[src/rtl/rr_sel_pkg.sv]
// Shared definitions for the rr_sel_arbiter_4 round-robin mux-select arbiter:
// channel count, select width, FSM state encoding and the one-hot decode.
package rr_sel_pkg;

  localparam int NUM_CH = 4;
  localparam int SEL_W  = 2;

  typedef enum logic {
    ST_IDLE  = 1'b0,
    ST_GRANT = 1'b1
  } state_t;

  // One-hot decode of a channel index into a grant vector.
  function automatic logic [NUM_CH-1:0] sel_onehot(input logic [SEL_W-1:0] s);
    return NUM_CH'(1) << s;
  endfunction

endpackage

[src/rtl/rr_pick_4.sv]
// Combinational rotate-priority picker: returns the first requesting channel
// found when scanning start, start+1, start+2, start+3 (mod 4).
module rr_pick_4
  import rr_sel_pkg::*;
(
  input  logic [NUM_CH-1:0] req,
  input  logic [SEL_W-1:0]  start,
  output logic [SEL_W-1:0]  win,
  output logic              any
);

  logic [SEL_W-1:0] idx;

  // Scan from farthest to nearest so the channel closest to start wins last.
  always_comb begin
    win = '0;
    any = 1'b0;
    idx = '0;
    for (int i = NUM_CH - 1; i >= 0; i--) begin
      idx = start + SEL_W'(i);
      if (req[idx]) begin
        win = idx;
        any = 1'b1;
      end
    end
  end

endmodule

[src/rtl/rr_sel_arbiter_4.sv]
// Round-robin arbiter driving the registered 2-bit select of a 4:1 mux.
// A grant is held until its requester drops or HOLD_MAX cycles elapse; the
// releasing channel is searched last so all active requesters get a turn.
// Optional feature: define RR_SEL_LOCK_EN to add a lock input that
// suppresses the hold-timeout release while a grant is active.
module rr_sel_arbiter_4
  import rr_sel_pkg::*;
#(
  parameter int HOLD_MAX = 8,
  parameter int CNT_W    = 8
) (
  input  logic              clk,
  input  logic              rst_n,
  input  logic [NUM_CH-1:0] req,
`ifdef RR_SEL_LOCK_EN
  input  logic              lock,
`endif
  output logic [SEL_W-1:0]  sel,
  output logic [NUM_CH-1:0] grant,
  output logic              valid,
  output logic [CNT_W-1:0]  hold_cnt
);

  localparam logic [CNT_W-1:0] HOLD_LAST = CNT_W'(HOLD_MAX - 1);

  state_t            state, state_nx;
  logic [SEL_W-1:0]  ptr, ptr_nx;
  logic [SEL_W-1:0]  sel_nx;
  logic [NUM_CH-1:0] grant_nx;
  logic [CNT_W-1:0]  cnt_nx;
  logic [SEL_W-1:0]  pick_start;
  logic [SEL_W-1:0]  pick_win;
  logic              pick_any;
  logic              hold_lock;
  logic              timeout;
  logic              release_now;

`ifdef RR_SEL_LOCK_EN
  assign hold_lock = lock & valid;
`else
  assign hold_lock = 1'b0;
`endif

  assign valid       = (state == ST_GRANT);
  assign timeout     = (hold_cnt == HOLD_LAST) & ~hold_lock;
  assign release_now = ~req[sel] | timeout;

  // While granting, the next search begins just past the current holder so
  // it is considered last; from idle it begins at the stored pointer.
  assign pick_start = (state == ST_GRANT) ? sel + SEL_W'(1) : ptr;

  rr_pick_4 u_pick (
    .req   (req),
    .start (pick_start),
    .win   (pick_win),
    .any   (pick_any)
  );

  // State register and registered outputs; reset overrides any active grant.
  always_ff @(posedge clk or negedge rst_n) begin
    if (!rst_n) begin
      state    <= ST_IDLE;
      ptr      <= '0;
      sel      <= '0;
      grant    <= '0;
      hold_cnt <= '0;
    end else begin
      state    <= state_nx;
      ptr      <= ptr_nx;
      sel      <= sel_nx;
      grant    <= grant_nx;
      hold_cnt <= cnt_nx;
    end
  end

  // Next-state logic: grant from idle, hold with saturating count, hand off.
  always_comb begin
    state_nx = state;
    ptr_nx   = ptr;
    sel_nx   = sel;
    grant_nx = grant;
    cnt_nx   = hold_cnt;
    case (state)
      ST_IDLE: begin
        if (pick_any) begin
          sel_nx   = pick_win;
          grant_nx = sel_onehot(pick_win);
          cnt_nx   = '0;
          state_nx = ST_GRANT;
        end
      end
      ST_GRANT: begin
        if (release_now) begin
          ptr_nx = sel + SEL_W'(1);
          cnt_nx = '0;
          if (pick_any) begin
            sel_nx   = pick_win;
            grant_nx = sel_onehot(pick_win);
          end else begin
            grant_nx = '0;
            state_nx = ST_IDLE;
          end
        end else if (hold_cnt != HOLD_LAST) begin
          cnt_nx = hold_cnt + CNT_W'(1);
        end
      end
      default: begin
        state_nx = ST_IDLE;
        grant_nx = '0;
        cnt_nx   = '0;
      end
    endcase
  end

endmodule

[config.mk]
export PLATFORM = sky130hd
export DESIGN_NAME = rr_sel_arbiter_4
export DESIGN_NICKNAME = d
export VERILOG_FILES = /design/src/rtl/rr_sel_pkg.sv /design/src/rtl/rr_pick_4.sv /design/src/rtl/rr_sel_arbiter_4.sv
export SDC_FILE = /design/constraint.sdc
export NUM_CORES = 1
export LEC_CHECK = 0
export CAP_MARGIN = 20
export CORE_ASPECT_RATIO = 1.1
export CORE_MARGIN = 2
export CORE_UTILIZATION = 35
export DETAILED_ROUTE_END_ITERATION = 10
export DONT_BUFFER_PORTS = 1
export GPL_TIMING_DRIVEN = 0
export PLACE_DENSITY_LB_ADDON = 0.05
export SLEW_MARGIN = 20
export SYNTH_ARGS = -nofsm -noshare
export SYNTH_HDL_FRONTEND = slang
export SYNTH_SLANG_ARGS = --single-unit
[constraint.sdc]
create_clock -name clk -period 2.5 [get_ports clk]
set_input_delay 0.125 -clock clk [delete_from_list [all_inputs] [get_ports clk]]
set_output_delay 0.125 -clock clk [all_outputs]
set_load 0.01 [all_outputs]
==> results of run 1 <==
[critical path, delay by kind of cell]
kind / cells / cell delay, ps
AO/OA/AOI/OAI: 1 / 150
AND/OR/NAND/NOR: 4 / 780
buffers and inverters: 3 / 1280
[area by class of cell]
class | count | area (sq um) | share of cell area, %
Buffer | 4 | 30.0 | 2.63
Clock buffer | 3 | 22.5 | 1.98
Clock inverter | 1 | 5.00 | 0.439
Inverter | 4 | 15.0 | 1.32
Multi-Input combinational cell | 78 | 571 | 50.1
Sequential cell | 17 | 425 | 37.3
Tap cell | 33 | 41.3 | 3.62
Timing Repair Buffer | 3 | 30.0 | 2.63
[repair_timing]
item                                   4_1_cts  5_1_grt
gates resized for setup                      0        0
hold buffers                                 3        0
endpoints found under the hold margin       18        0
buffers inserted                             0        0
[sequential cells by signal, indices dropped and copies added, names as in the netlist]
register	flops
grant	4
hold_cnt	8
sel	2
ptr	2
valid	1
[through the flow]
stage               hold slack (ps)  total power, W
detailed placement             -170        0.000975
floorplan                      -171        0.000867
global route                   62.2         0.00122
finish                         53.1         0.00111
global placement               -170        0.000968
CTS                            51.4         0.00114
[cell usage after synthesis (3+ instances only)]
library cell  instances
a31oi_1               3
a32o_1                3
nand2_1              13
dfrtp_1              17
nand3_1               6
o21ai_0               9
nor2_2                3
o21ai_1               4
[worst max path at each step]
stage | start | endpoint | slack, ps
2_1_floorplan | hold_cnt[5] | sel[1] | 650
3_3_place_gp | sel[0] | sel[1] | 520
3_5_place_dp | hold_cnt[5] | sel[1] | 520
4_1_cts | req[3] | hold_cnt[3] | 380
5_1_grt | req[3] | hold_cnt[3] | 260
6_report | req[3] | hold_cnt[3] | 360
[cells in the final DEF (no fill, tap or decap), types with 2 or more instances in the layout]
cell / synthesis / routed
nor2b_1: 2 / 2
inv_1: 2 / 2
nand3_1: 6 / 6
a32o_1: 3 / 3
xnor2_1: 2 / 2
a22o_1: 2 / 2
dfrtp_1: 17 / 17
and3_1: 2 / 2
nor2_1: 2 / 2
dlygate4sd3_1: 0 / 3
clkbuf_4: 0 / 3
nand2_1: 13 / 13
o21ai_0: 9 / 9
a31oi_1: 3 / 3
o31ai_1: 2 / 2
o21ai_2: 2 / 2
nor2_2: 3 / 3
buf_4: 2 / 2
o21ai_1: 4 / 4
inv_2: 2 / 2
[logic make-up (layout without fill, tap and decap cells)]
group / count (synthesis) / after routing / share of synthesized area, %
and+or+nand+nor: 36 / 36 / 20.2
AOI/OAI and AO/OA: 34 / 34 / 25.2
DFF: 17 / 17 / 40.9
buffers and inverters: 8 / 15 / 4.33
muxes: 4 / 4 / 5.65
xor gates and xnor gates: 3 / 3 / 2.52
adders and majority gates: 1 / 1 / 1.20
[where the power goes]
| group | switching [W] | internal (W) | total, W |
|---|---|---|---|
| registers | 0.000111 | 0.000353 | 0.000464 |
| logic | 0.000275 | 0.000225 | 0.000500 |
| clock network | 0.0000902 | 0.0000596 | 0.000150 |
| total | 0.000476 | 0.000638 | 0.00111 |
[per-layer routing]
metal	global-route usage, %	vias to the layer above	routed length (um)
met5	0	-	0
met4	6.12	0	28
met3	4.62	4	134
met2	24.9	20	1130
met1	18.0	385	995
li1	-	401	-
==> reports/results.tsv, run 1 <==
stage	metric	value	unit
placement	routability congestion estimate	0.751	
timing	Worst-Margin Slew	754	ps
synth	cell accounting for the most synthesized area	dfrtp_1	
hold_path	Min-Delay Path Class	in2reg	
synth	largest cells by area after synthesis	dfrtp_1, nand2_1, o21ai_0, a32o_1, nand3_1	
grt	GRT Resource Usage Total	14.8	%
routing	DRC viols	0	
grt	vias in the first global route	820	
grt	global-route wire length before repair	3.88	mm
final_layout	Area Overhead vs Synth	9.49	%
clock_tree	Worst-Skew Late Latency	300	ps
hold_path	min-delay src	req[0]	
setup_path	Max stage delay on crit path	650	ps
timing	RSZ-0062 raised after global routing	false	
setup_path	Worst Path Max Fanout	8	
setup_path	Worst setup EP type	register	
die	I/O pin total	21	
synth	Syn Area/Cell	10.1	sq um
timing	setup TNS	0	ps
placement	Cell Area, Placed	1080	sq um
placement	DPL Wire Length	1.67	mm
clock_tree	clock transition at the registers of the reported paths	110	ps
clock_tree	CTS tree	done	
final_layout	share of cells above drive strength 1	21.8	%
setup_path	R2R Path End	sel[1]	
synth	Synth cell types	43	
timing	Final Max Tran Viols	0	
flow_run	max cap viols	0	
clock_tree	CTS buffer count	3	
synth	asr flop ratio synth	100	%
synth	#FFs+latches synth	17	
power_and_ir_drop	P per Cell Area	977	nW/um^2
timing	Rel. slew slack	49.6	%
synth	Syn Std Cell Area	1040	sq um
timing	final setup margin	359	ps
routing	Iter 0 DRT Violations	27	
outcome	status	completed	
clock_tree	clock buffer depth	2	
final_layout	Nets	118	
grt	Overflow after GRT	0	
synth	Post-Syn Nets	110	
routing	Vias/cell	5.66	
synth	synth warn	0	
grt	antenna violations before repair	0	
final_layout	Cell Count, Final, Fillers Out	143	
routing	TritonRoute pass-1 iters	4	
final_layout	Final Cell Area	1140	sq um
timing	skew final	9.97	ps
setup_path	R2R depth	6	
setup_path	required time worst endpoint	2700	ps
die	die area	3430	sq um
die	Initial Util	37.1	%
die	Placement Rows	20	
die	die width	56	um
die	Core ar.	2800	sq um
timing	final worst path period share	85.6	%
timing	f_max	467	MHz
synth	main flop type after synthesis	dfrtp_1	
synth	Synth top area share	40.9	%
clock_tree	clock sink total	17	
timing	Final Hold Vio Count	0	
final_layout	Layout Utilization	40.7	%
grt	pin count of the biggest net entering global routing	18	
synth	Synth Instances	103	
placement	pre-CTS setup slack	517	ps
setup_path	CP max-delay cell	dlygate4sd3_1	
setup_path	cells along the critical path	dlygate4sd3_1 -> nor4_4 -> dlygate4sd3_1 -> inv_2 -> nor2_2 -> nor4_1 -> a31oi_1 -> nand2_1	
timing	Final setup viols	0	
hold_path	Hold Path End	hold_cnt[4]	
setup_path	most frequent CP cell	dlygate4sd3_1	
placement	IO Port Bufs	0	
routing	Routed WL	2.29	mm
setup_path	reg2reg setup slack	520	ps
die	Die Height	61.2	um
power_and_ir_drop	VDD IR max	0.489	mV
hold_path	hold path depth	3	
final_layout	Antenna diodes	0	
clock_tree	Clock Root Buffer	clkbuf_4	
synth	sequential-to-total area share from yosys stat	40.9	%
setup_path	reg2reg start	sel[0]	
setup_path	Setup crit start kind	primary input	
synth	Post-synth EDFFs	0	
placement	dpl cells	136	
final_layout	Fill cells	297	
setup_path	CP arrival	2340	ps
timing	Tmin final	2140	ps
setup_path	critical path class	in2reg	
routing	wire length per cell	16.0	um
routing	via count	810	
clock_tree	# H-tree levels	1	
routing	Final ANT Viol Nets	0	
power_and_ir_drop	leakage	0.470	nW
Power figures use the tool's default switching activity.
==> run 2, diff against run 1 <==
clock period = 2 ns   (was 2.5 ns; I/O delays follow)
==> reports/results.tsv, run 2 (same netlist as run 1, synthesis figures left out) <==
stage	metric	value	unit	change
final_layout	Nets	123		+4.2%
clock_tree	clock sink total	17		unchanged
hold_path	Min-Delay Path Class	in2reg		
die	I/O pin total	21		unchanged
flow_run	max cap viols	0		unchanged
timing	final worst path period share	97.0	%	
setup_path	CP arrival	2130	ps	-210 ps
clock_tree	clock buffer depth	2		unchanged
setup_path	required time worst endpoint	2190	ps	-510 ps
routing	Routed WL	2.35	mm	+2.6%
routing	TritonRoute pass-1 iters	4		unchanged
placement	pre-CTS setup slack	16.8	ps	-500 ps
power_and_ir_drop	VDD IR max	0.690	mV	+41%
final_layout	biggest regs	hold_cnt x8, grant x4		
placement	Cell Area, Placed	1080	sq um	unchanged
routing	Vias/cell	5.74		+1.3%
timing	f_max	516	MHz	
final_layout	Antenna diodes	0		unchanged
clock_tree	clock transition at the registers of the reported paths	110	ps	about the same
routing	via count	849		+4.8%
timing	Final Hold Vio Count	0		unchanged
final_layout	Reg with most FFs	hold_cnt		
timing	final setup margin	60.9	ps	-298 ps
routing	Final ANT Viol Nets	0		unchanged
grt	pin count of the biggest net entering global routing	18		unchanged
power_and_ir_drop	leakage	0.489	nW	+4.0%
power_and_ir_drop	Total Power	0.00150	W	+35%
clock_tree	Worst-Skew Late Latency	290	ps	about the same
setup_path	critical path class	reg2reg		
grt	GRT Resource Usage Total	14.8	%	+0.045 points
routing	wire length per cell	15.9	um	-0.85%
timing	RSZ-0062 raised after global routing	false		
timing	Final Max Tran Viols	0		unchanged
final_layout	most common cell after layout, fill and taps aside	dfrtp_1		
power_and_ir_drop	combinational power share	48.7	%	+3.8 points
final_layout	share of cells above drive strength 1	27.0	%	+5.1 points
timing	Tmin final	1940	ps	
placement	IO Port Bufs	0		unchanged
power_and_ir_drop	P_sw	0.000626	W	+31%
final_layout	Final Cell Area	1200	sq um	+4.9%
die	die width	56	um	unchanged
clock_tree	Clock Root Buffer	clkbuf_4		
final_layout	Largest register FFs	8		unchanged
die	Core ar.	2800	sq um	unchanged
die	Die Height	61.2	um	unchanged
timing	Final setup viols	0		unchanged
clock_tree	CTS buffer count	3		unchanged
power_and_ir_drop	design internal power	0.000879	W	+38%
clock_tree	CTS tree	done		
setup_path	Worst setup EP type	register		
routing	DRC viols	0		unchanged
grt	global-route wire length before repair	3.88	mm	unchanged
grt	vias in the first global route	825		+0.61%
outcome	status	completed		
placement	routability congestion estimate	0.751		unchanged
power_and_ir_drop	P per Cell Area	1260	nW/um^2	+29%
power_and_ir_drop	sw frac	41.6	%	-1.1 points
die	Placement Rows	20		unchanged
setup_path	Worst Path Max Fanout	6		-2
power_and_ir_drop	clock network power share	12.5	%	-0.9 points
routing	Iter 0 DRT Violations	15		-44%
placement	DPL Wire Length	1.67	mm	unchanged
timing	Hold Slack	32.9	ps	-20.2 ps
timing	Worst-Margin Slew	760	ps	+6.16 ps
setup_path	Setup crit start kind	register		
die	Initial Util	37.1	%	unchanged
final_layout	most frequent cells in the layout	dfrtp_1, nand2_1, o21ai_0		
grt	Overflow after GRT	0		unchanged
timing	Rel. slew slack	49.2	%	-0.41 points
power_and_ir_drop	sequential power share	38.7	%	-2.9 points
clock_tree	# H-tree levels	1		unchanged
final_layout	Area Overhead vs Synth	14.9	%	
timing	skew final	5.75	ps	-4.21 ps
die	die area	3430	sq um	unchanged
grt	antenna violations before repair	0		unchanged
timing	setup TNS	0	ps	unchanged
==> run 2: changes by cell type in the layout (fill, tap and decap cells not counted), sizes merged <==
cell | previous run | this run
buf | 3 | 8
==> run 2: area by class of cell <==
class                   instances  area [sq um]
repair buffers                  8          67.6
well taps                      33          41.3
plain buffers                   4          33.8
clock buffers                   3          22.5
flip-flops and latches         17           428
clock inverters                 1          5.00
multi-input cells              78           583
fillers                       295          1610
inverters                       4          15.0
==> run 2: layer usage <==
metal	vias to the layer above	track usage [%]	routed length, um
met5	-	0	0
met2	23	25.0	1170
met3	4	4.62	139
met4	0	6.12	28
li1	411	-	-
met1	411	18.0	1020
==> run 2: path summary, 6_finish.rpt <==
path	startpoint	slack, ps	cells past startpoint	to
max	hold_cnt[4]	60	5	sel[1]
min	req[0]	30	3	hold_cnt[4]
max reg2reg	hold_cnt[4]	60	5	sel[1]
min reg2reg	grant[0]	570	2	grant[0]
max in group asynchronous	rst_n	1170	1	hold_cnt[4]
min in group asynchronous	rst_n	310	1	hold_cnt[0]
==> run 2: metrics by stage <==
stage | instances | utilization, %
final | 148 | 42.7
after global routing | 148 | 42.7
after CTS | 144 | 40.9
after detailed placement | 136 | 38.6
after global placement | 136 | 38.6
after floorplan | 103 | -
==> run 2: power by group through the flow <==
| stage | clock (W) | combinational [W] | sequential, W |
|---|---|---|---|
| 6_report | 0.000188 | 0.000733 | 0.000583 |
| 3_5_place_dp | 0 | 0.000628 | 0.000590 |
| 5_1_grt | 0.000213 | 0.000814 | 0.000602 |
| 4_1_cts | 0.000200 | 0.000657 | 0.000582 |
| 2_1_floorplan | 0 | 0.000521 | 0.000562 |
| 3_3_place_gp | 0 | 0.000619 | 0.000591 |
==> run 2: repair_timing <==
item / 4_1_cts / 5_1_grt
pin swaps: 0 / 3
setup buffers: 1 / 4
endpoints found under the hold margin: 18 / 0
hold buffers: 3 / 0
gates resized for setup: 0 / 5
gates cloned: 0 / 0
endpoints found under the setup margin: 1 / 6
==> run 2: worst max-delay path, cell delays in order, from the launching register on <==
cell	delay [ps]
dfrtp_2	480
or4_4	600
o21ai_4	180
nor2_4	90
nor2_4	160
mux2_1	330
